**config.mk**
```make
export PLATFORM = sky130hd
export DESIGN_NAME = pn_period_ctrl
export DESIGN_NICKNAME = d
export VERILOG_FILES = /design/src/rtl/pn_pkg.sv /design/src/rtl/pn_lfsr_step.sv /design/src/rtl/pn_period_ctrl.sv
export SDC_FILE = /design/constraint.sdc
export NUM_CORES = 1
export LEC_CHECK = 0
export CORE_MARGIN = 1.5
export CORE_UTILIZATION = 50
export CTS_BUF_LIST = sky130_fd_sc_hd__clkbuf_4
export CTS_CLUSTER_DIAMETER = 80
export DETAILED_ROUTE_END_ITERATION = 10
export GPL_ROUTABILITY_DRIVEN = 0
export PLACE_DENSITY = 0.82
export SLEW_MARGIN = 20
export SYNTH_ARGS = -nofsm -noshare
export SYNTH_HDL_FRONTEND = slang
export SYNTH_SLANG_ARGS = --single-unit
```
**constraint.sdc**
```tcl
create_clock -name clk -period 4.18 [get_ports clk]
set_input_delay 0.627 -clock clk [delete_from_list [all_inputs] [get_ports clk]]
set_output_delay 0.627 -clock clk [all_outputs]
set_load 0.03 [all_outputs]
```
**src/rtl/pn_pkg.sv**
```systemverilog
// Shared types and helpers for the PN sequencing controller.
// The optional PN_CTRL_AUTOSTOP_EN build ends a run once the period is found.
package pn_pkg;

    localparam int MAX_N = 13;

    typedef enum logic [1:0] {
        ST_IDLE = 2'd0,
        ST_LOAD = 2'd1,
        ST_RUN  = 2'd2,
        ST_DONE = 2'd3
    } pn_state_e;

    // Bits 0..n-1 set.
    function automatic logic [MAX_N-1:0] n_mask(input logic [3:0] n);
        logic [MAX_N-1:0] m;
        for (int i = 0; i < MAX_N; i++) begin
            m[i] = (i < int'(n));
        end
        return m;
    endfunction

    // Period of a maximal-length register of length n.
    function automatic logic [31:0] max_period(input logic [3:0] n);
        return (32'd1 << n) - 32'd1;
    endfunction

endpackage

```
**src/rtl/pn_lfsr_step.sv**
```systemverilog
// Combinational next state of a length-n Fibonacci shift register:
// shift towards bit 0, feedback XOR of tapped bits into bit n-1, bits >= n cleared.
module pn_lfsr_step
    import pn_pkg::*;
(
    input  logic [MAX_N-1:0] cur_state,
    input  logic [MAX_N-1:0] poly,
    input  logic [3:0]       n,
    output logic [MAX_N-1:0] next_state
);

    logic             fb_s;
    logic [MAX_N-1:0] shifted_s;

    // Shift, inject feedback at the top active bit, clear unused bits.
    always_comb begin
        fb_s       = ^(cur_state & poly);
        shifted_s  = cur_state >> 1;
        next_state = '0;
        for (int i = 0; i < MAX_N; i++) begin
            if (i < int'(n) - 1) begin
                next_state[i] = shifted_s[i];
            end else if (i == int'(n) - 1) begin
                next_state[i] = fb_s;
            end else begin
                next_state[i] = 1'b0;
            end
        end
    end

endmodule

```
**src/rtl/pn_period_ctrl.sv**
```systemverilog
// Sequencing controller for the runtime-configurable PN generator: command
// intake, bit streaming and period measurement. Build option: PN_CTRL_AUTOSTOP_EN.
module pn_period_ctrl
    import pn_pkg::*;
#(
    parameter int LEN_W = 16,
    parameter int MAX_N = pn_pkg::MAX_N
) (
    input  logic             clk,
    input  logic             reset,
    input  logic             cfg_valid,
    output logic             cfg_ready,
    input  logic [3:0]       cfg_n,
    input  logic [MAX_N-1:0] cfg_poly,
    input  logic [MAX_N-1:0] cfg_init,
    input  logic [LEN_W-1:0] cfg_len,
    input  logic             abort,
    output logic             bit_valid,
    input  logic             bit_ready,
    output logic             bit_data,
    output logic             done,
    output logic             err,
    output logic [LEN_W-1:0] period,
    output logic             period_found,
    output logic             maximal,
    output logic             aborted
);

    localparam logic [1:0] S_IDLE = ST_IDLE;
    localparam logic [1:0] S_LOAD = ST_LOAD;
    localparam logic [1:0] S_RUN  = ST_RUN;
    localparam logic [1:0] S_DONE = ST_DONE;

    logic [1:0]       state_r, state_s;
    logic [3:0]       n_r;
    logic [MAX_N-1:0] poly_r, seed_r, lfsr_r, lfsr_next_s, cfg_mask_s;
    logic [LEN_W-1:0] len_r, cnt_r, cnt_inc_s, period_r;
    logic             period_found_r, aborted_r, err_r, done_r;
    logic             cfg_ready_r, bit_valid_r;
    logic             cmd_ok_s, accept_s, step_s, period_hit_s, last_s, autostop_s;

    pn_lfsr_step u_step (
        .cur_state  (lfsr_r),
        .poly       (poly_r),
        .n          (n_r),
        .next_state (lfsr_next_s)
    );

    // Command validation, step qualification and period detection.
    always_comb begin
        cfg_mask_s   = n_mask(cfg_n);
        cmd_ok_s     = (cfg_n >= 4'd2) && (cfg_n <= 4'(MAX_N)) && ((cfg_init & cfg_mask_s) != '0);
        accept_s     = cfg_valid && cfg_ready_r;
        step_s       = bit_valid_r && bit_ready;
        // Saturating count: a period beyond the counter range is never reported.
        if (cnt_r == '1) begin
            cnt_inc_s = cnt_r;
        end else begin
            cnt_inc_s = cnt_r + LEN_W'(1);
        end
        period_hit_s = step_s && !period_found_r && (cnt_r != '1) && (lfsr_next_s == seed_r);
        last_s       = step_s && (cnt_inc_s == len_r);
`ifdef PN_CTRL_AUTOSTOP_EN
        autostop_s   = period_hit_s;
`else
        autostop_s   = 1'b0;
`endif
    end

    // Next-state decode.
    always_comb begin
        state_s = state_r;
        case (state_r)
            S_IDLE: begin
                if (accept_s && cmd_ok_s) begin
                    state_s = S_LOAD;
                end else begin
                    state_s = S_IDLE;
                end
            end
            S_LOAD: begin
                if (len_r == '0) begin
                    state_s = S_DONE;
                end else begin
                    state_s = S_RUN;
                end
            end
            S_RUN: begin
                if (abort || last_s || autostop_s) begin
                    state_s = S_DONE;
                end else begin
                    state_s = S_RUN;
                end
            end
            S_DONE:  state_s = S_IDLE;
            default: state_s = S_IDLE;
        endcase
    end

    // State, datapath and registered status outputs.
    always_ff @(posedge clk or posedge reset) begin
        if (reset) begin
            state_r        <= S_IDLE;
            n_r            <= 4'd0;
            poly_r         <= '0;
            seed_r         <= '0;
            len_r          <= '0;
            lfsr_r         <= '0;
            cnt_r          <= '0;
            period_r       <= '0;
            period_found_r <= 1'b0;
            aborted_r      <= 1'b0;
            err_r          <= 1'b0;
            done_r         <= 1'b0;
            cfg_ready_r    <= 1'b1;
            bit_valid_r    <= 1'b0;
        end else begin
            state_r     <= state_s;
            cfg_ready_r <= (state_s == S_IDLE);
            bit_valid_r <= (state_s == S_RUN);
            done_r      <= (state_s == S_DONE);
            err_r       <= accept_s && !cmd_ok_s;
            case (state_r)
                S_IDLE: begin
                    if (accept_s && cmd_ok_s) begin
                        n_r    <= cfg_n;
                        poly_r <= cfg_poly & cfg_mask_s;
                        seed_r <= cfg_init & cfg_mask_s;
                        len_r  <= cfg_len;
                    end
                end
                S_LOAD: begin
                    lfsr_r         <= seed_r;
                    cnt_r          <= '0;
                    period_r       <= '0;
                    period_found_r <= 1'b0;
                    aborted_r      <= 1'b0;
                end
                S_RUN: begin
                    if (step_s) begin
                        lfsr_r <= lfsr_next_s;
                        cnt_r  <= cnt_inc_s;
                    end
                    if (period_hit_s) begin
                        period_r       <= cnt_inc_s;
                        period_found_r <= 1'b1;
                    end
                    if (abort) begin
                        aborted_r <= 1'b1;
                    end
                end
                default: begin
                    lfsr_r <= lfsr_r;
                end
            endcase
        end
    end

    assign cfg_ready    = cfg_ready_r;
    assign bit_valid    = bit_valid_r;
    assign bit_data     = lfsr_r[0];
    assign done         = done_r;
    assign err          = err_r;
    assign period       = period_r;
    assign period_found = period_found_r;
    assign aborted      = aborted_r;
    assign maximal      = period_found_r && (32'(period_r) == max_period(n_r));

endmodule

```
== After elaboration in Yosys (flattened, before gate mapping) ==
Cells that the tools add are included.

* Register bits after elaboration: 99
* Input port bits: 51
* Output and inout port bits: 24
* Logic and storage cells: 140

* $add $sub $neg: 3
* $lt $le $gt $ge: 28
* Equality and inequality tests: 25
* Shift-type cells: 1
* Multiplexer cells: 41
* Bitwise logic cells: 3
* Reductions and logical operators: 25

{| class="wikitable"
|+ Operators by type and width
! kind !! count
|-
| == test 5 x 32 -> 1 bit, first input constant || 5
|-
| < comparator 5 x 32 -> 1 bit, first input constant || 5
|-
| == test 4 x 32 -> 1 bit, first input constant || 4
|-
| < comparator 4 x 32 -> 1 bit, first input constant || 4
|-
| == test 3 x 32 -> 1 bit, first input constant || 2
|-
| < comparator 3 x 32 -> 1 bit, first input constant || 2
|-
| case mux 16 bit (2 select lines) || 2
|-
| two-way mux 16 bit || 3
|-
| bitwise AND 13 bit || 3
|-
| == test 16 x 32 -> 1 bit || 1
|-
| == test 2 x 32 -> 1 bit, first input constant || 1
|-
| logical NOT 32 bit || 1
|-
| < comparator 1 x 32 -> 1 bit, first input constant || 1
|-
| < comparator 2 x 32 -> 1 bit, first input constant || 1
|-
| << shifter 1 x 4 -> 32 bit, first input constant || 1
|-
| subtractor 32 x 1 -> 32 bit, second input constant || 1
|-
| two-way mux 1 bit || 31
|-
| case mux 13 bit (2 select lines) || 1
|-
| < comparator 4 bit, first input constant || 5
|-
| adder 16 x 1 -> 16 bit, second input constant || 1
|-
| == test 16 bit || 1
|-
| == test 16 bit, second input constant || 1
|-
| logical NOT 16 bit || 1
|-
| < comparator 3 x 4 -> 1 bit, first input constant || 4
|-
| 21 further kinds || 44
|}

== Logic depth before layout (Yosys ltp) ==
* Word-level depth: 8
* Mapped depth: 15
* Depth with buffers taken out: 11

== Cells and area by module ==
From an unflattened synthesis, not the netlist that was laid out.

* Cell total of the unflattened synthesis: 790
* Area, all modules: 6914.1 sq um

{| class="wikitable"
|+ By module, submodules not included
! module !! instances !! cells each !! area an instance (sq um) !! seq. area each (sq um)
|-
| pn_period_ctrl || 1 || 685 || 6223.5 || 2478.6
|-
| pn_lfsr_step || 1 || 105 || 690.7 || 0.0
|}

== Least setup slack after synthesis ==
No wires, ideal clock.

* Path type: reg-to-output
* From: reg n_r[0]
* To: out maximal
* Arrival: 4.392 ns
* Required time: 3.553 ns
* Setup slack: -0.839 ns
* Stages on the path, launching flop included: 15
* Buffers on the path: 3
* Path through: dfrtp_1 -> clkbuf_1 -> inv_1 -> ha_1 -> clkbuf_1 -> buf_1 -> a2111oi_0 -> ha_1 -> xor2_1 -> nand3_1 -> nor3b_1 -> nand4_1 -> nor4_1 -> nand4_1 -> a2111oi_0

* Word-level cells in the longest chain between the ends: 4

{| class="wikitable"
|+ Ends and longest elaborated chain
! what !! line !! text
|-
| start: declaration || pn_period_ctrl.sv:35 || <nowiki>logic [3:0] n_r;</nowiki>
|-
| start signal: assignment || pn_period_ctrl.sv:126 || <nowiki>n_r <= cfg_n;</nowiki>
|-
| << shifter 1 x 4 -> 32 bit || pn_pkg.sv:25 || <nowiki>return (32'd1 << n) - 32'd1;</nowiki>
|-
| subtractor 32 x 1 -> 32 bit || pn_pkg.sv:25 ||
|-
| == test 16 x 32 -> 1 bit || pn_period_ctrl.sv:167 || <nowiki>assign maximal = period_found_r && (32'(period_r) == max_period(n_r));</nowiki>
|-
| logical AND 1 bit || pn_period_ctrl.sv:167 ||
|-
| end: declaration || pn_period_ctrl.sv:25 || <nowiki>output logic maximal,</nowiki>
|}

No other way between the ends.

== Worst setup path in the final report ==
Same ends and word-level chain as after synthesis.

==> results.yml <==
run_status:
  outcome: "finished, final reports clean"
synthesis:
  netlist_instances: 841
  yosysWarnings: 0
  yosys-top-cells-area: "dfrtp_1 (36%), nand2_1 (10%), o21ai_0 (5.9%)"
  syn_area_um2: 6830
  ys_seq_area_share_pct: 36.3
  synth_fp_nets: 904
  synth.avg_cell_area_um2: 8.12
  async_flop_share_pct: 100
  ys_seq_elements: 99
  synth_cell_types: 72
  synth_top_flop_cell: "dfrtp_1"
  synth_common_cells: "nand2_1 (186), dfrtp_1 (98), o21ai_0 (81)"
  synth.most_common_cell: "nand2_1"
  netlist.area_leader.share_pct: 35.9
  synth_top_cell_by_area: "dfrtp_1"
  synth_edf_count: 0
placed_design:
  portBuffers: 74
  placed_area_um2: 7790
  dp_cells: 1066
  dp_hpwl_um: 14200
routing:
  drc_errors: 0
  wire_per_inst_um: 17.8
  vias: 6750
  drt-total-wl_um: 19400
  drt_pass1_iterations: 7
  dr.first_iter.drc_count: 840
  ant_nets: 0
  via_per_inst: 6.19
sta:
  setup_violations: 0
  hold_viol: 0
  fin_hold_ws_ns: 0.489
  fin_crit_ns: 4.01
  fin_crit_sh_pct: 96.0
  clock.fmax_ghz: 0.249
  setup_tns_ns: 0
  worst_slew_pin_slew_ns: 1.02
  slew_viol_final: 0
  skew_ns: 0.0206
  maxSlewHeadroom_pct: 31.7
cts:
  clk_pin_slew_ns: 0.16
  cts_max_path_buffers: 2
  htree_levels: 3
  clock_latency_ns: 0.46
  root_buffer: "clkbuf_4"
  clkSinkCount: 99
  cts_buffers: 9
  cts_tree: "yes"
  holdBufCountCts: 0
cells_and_area:
  area_growth_pct: 17.5
  instances_no_fill: 1090
  fin_util_pct: 60.4
  drive_gt1_share_pct: 9.42
  finalInstanceArea_um2: 8030
  fin_nets: 971
power:
  irDropWorstVdd_v: 0.000430
  powerDensity_nw_per_um2: 702
  p_leak_nw: 3.35
critical_path:
  cp_data_arrival_time_ns: 3.39
  cp.required_ns: 3.55
  path_max_fanout: 16
  start_kind: "flip-flop"
  path_class: "reg2out"
  end_kind: "primary output"
floorplanning:
  core_area_um2: 13300
  start_util_pct: 51.4
  die_h_um: 120
  io_pins: 75
  dieArea_um2: 14400
  rows: 42
  die_width_um: 120
grt:
  grt_pass1_vias: 6193
  antenna_found_initial: 1
  track_usage_pct: 27.4
  grt_pass1_wl_um: 31600
  grt-ovfl-total: 0
  grt_max_degree: 46
min_path:
  hold_class: "reg2reg"
flow_run:
  drv_cap: 0
[stage by stage]
stage,setup WS [ns],total power [W]
floorplan,0.140,0.00403
global placement,0.273,0.00485
detailed placement,0.207,0.00492
CTS,0.0248,0.00546
finish,0.168,0.00564
global route,-0.00197,0.00603
[cells in the final DEF, fill, tap and decap left out, drive strengths merged, types with 9 or more instances in the layout]
cell / Yosys / routed
xor2: 15 / 15
or3: 10 / 10
and2: 11 / 11
a31oi: 12 / 12
nand4: 18 / 18
nor2: 43 / 43
ha: 12 / 12
clkbuf: 39 / 9
o21ai: 82 / 82
buf: 11 / 33
mux2i: 26 / 26
nor4: 10 / 10
clkdlybuf4s50: 0 / 73
dfrtp: 98 / 98
inv: 15 / 18
nor3: 15 / 15
nand3: 43 / 43
nand2: 187 / 187
xnor2: 30 / 30
nor2b: 9 / 9
a21oi: 33 / 33
[kinds of logic (layout without fill, tap and decap cells)]
family	after synthesis	after routing	share of synthesized area (%)
AO/OA/AOI/OAI	213	213	20.5
multiplexers	30	30	4.47
other	0	1	0
adder cells (fa/ha/maj)	12	12	2.20
flip-flops	99	99	36.3
AND/OR/NAND/NOR	374	374	25.7
buffers and inverters	65	137	3.88
XOR/XNOR	48	48	6.98
[report_power, final]
| group | internal [W] | leakage [nW] | switching (W) | total (W) |
|---|---|---|---|---|
| Combinational | 0.00139 | 1.99 | 0.00214 | 0.00353 |
| Clock | 0.000131 | 0.0611 | 0.000351 | 0.000483 |
| Sequential | 0.00125 | 1.30 | 0.000373 | 0.00163 |
[final timing paths]
check / startpoint / slack (ns) / cells after the start / to
setup / recovery: n_r[0] / 0.17 / 13 / maximal
hold / removal: poly_r[0] / 0.49 / 2 / poly_r[0]
setup reg to reg: n_r[0] / 0.34 / 13 / period[12]
hold reg to reg: poly_r[0] / 0.49 / 2 / poly_r[0]
max in group asynchronous: reset / 2.81 / 3 / n_r[1]
min in group asynchronous: reset / 0.57 / 2 / len_r[1]
[state kept, by name, summed over array words and instances, names as in the netlist]
| name | cells |
|---|---|
| done | 1 |
| seed_r | 13 |
| cnt_r | 16 |
| cfg_ready | 1 |
| bit_valid | 1 |
| period_found | 1 |
| state_r | 2 |
| period | 16 |
| err | 1 |
| poly_r | 13 |
| len_r | 16 |
| n_r | 4 |
| lfsr_r | 13 |
| aborted | 1 |
[final cells by class]
| cell class | instances | area [um^2] |
|---|---|---|
| inverters | 15 | 58.8 |
| well taps | 176 | 220 |
| clock inverters | 7 | 60.1 |
| multi-input cells | 677 | 4150 |
| clock buffers | 9 | 67.6 |
| flip-flops and latches | 99 | 2480 |
| repair buffers | 106 | 990 |
| diodes | 1 | 2.50 |
| fillers | 1161 | 5270 |
[timing repair]
item                       CTS  global route
setup buffers                3             4
pin swaps                    0             3
resized for setup            6            11
setup endpoints to repair    1             1
[layer usage]
layer / part of all wire [%] / track usage, % / wire, um / vias to the layer above
met1: 45 / 41.3 / 8740 / 3201
met4: 2.1 / 9.00 / 402 / 0
met2: 43 / 39.5 / 8360 / 373
li1: - / - / - / 3140
met5: 0 / 0 / 0 / -
met3: 9.6 / 5.09 / 1850 / 36
[critical path, cell delays in order (launching register included)]
cell and delay, ns:
dfrtp_2 0.47, inv_2 0.12, ha_2 0.23, buf_8 0.17
nand2_1 0.07, ha_1 0.32, xor2_1 0.15, nand3_1 0.09
nor3b_1 0.21, nand4_1 0.14, nor4_2 0.30, nand4_1 0.17
a2111oi_4 0.30, buf_4 0.21
Power figures use the tool's default switching activity.
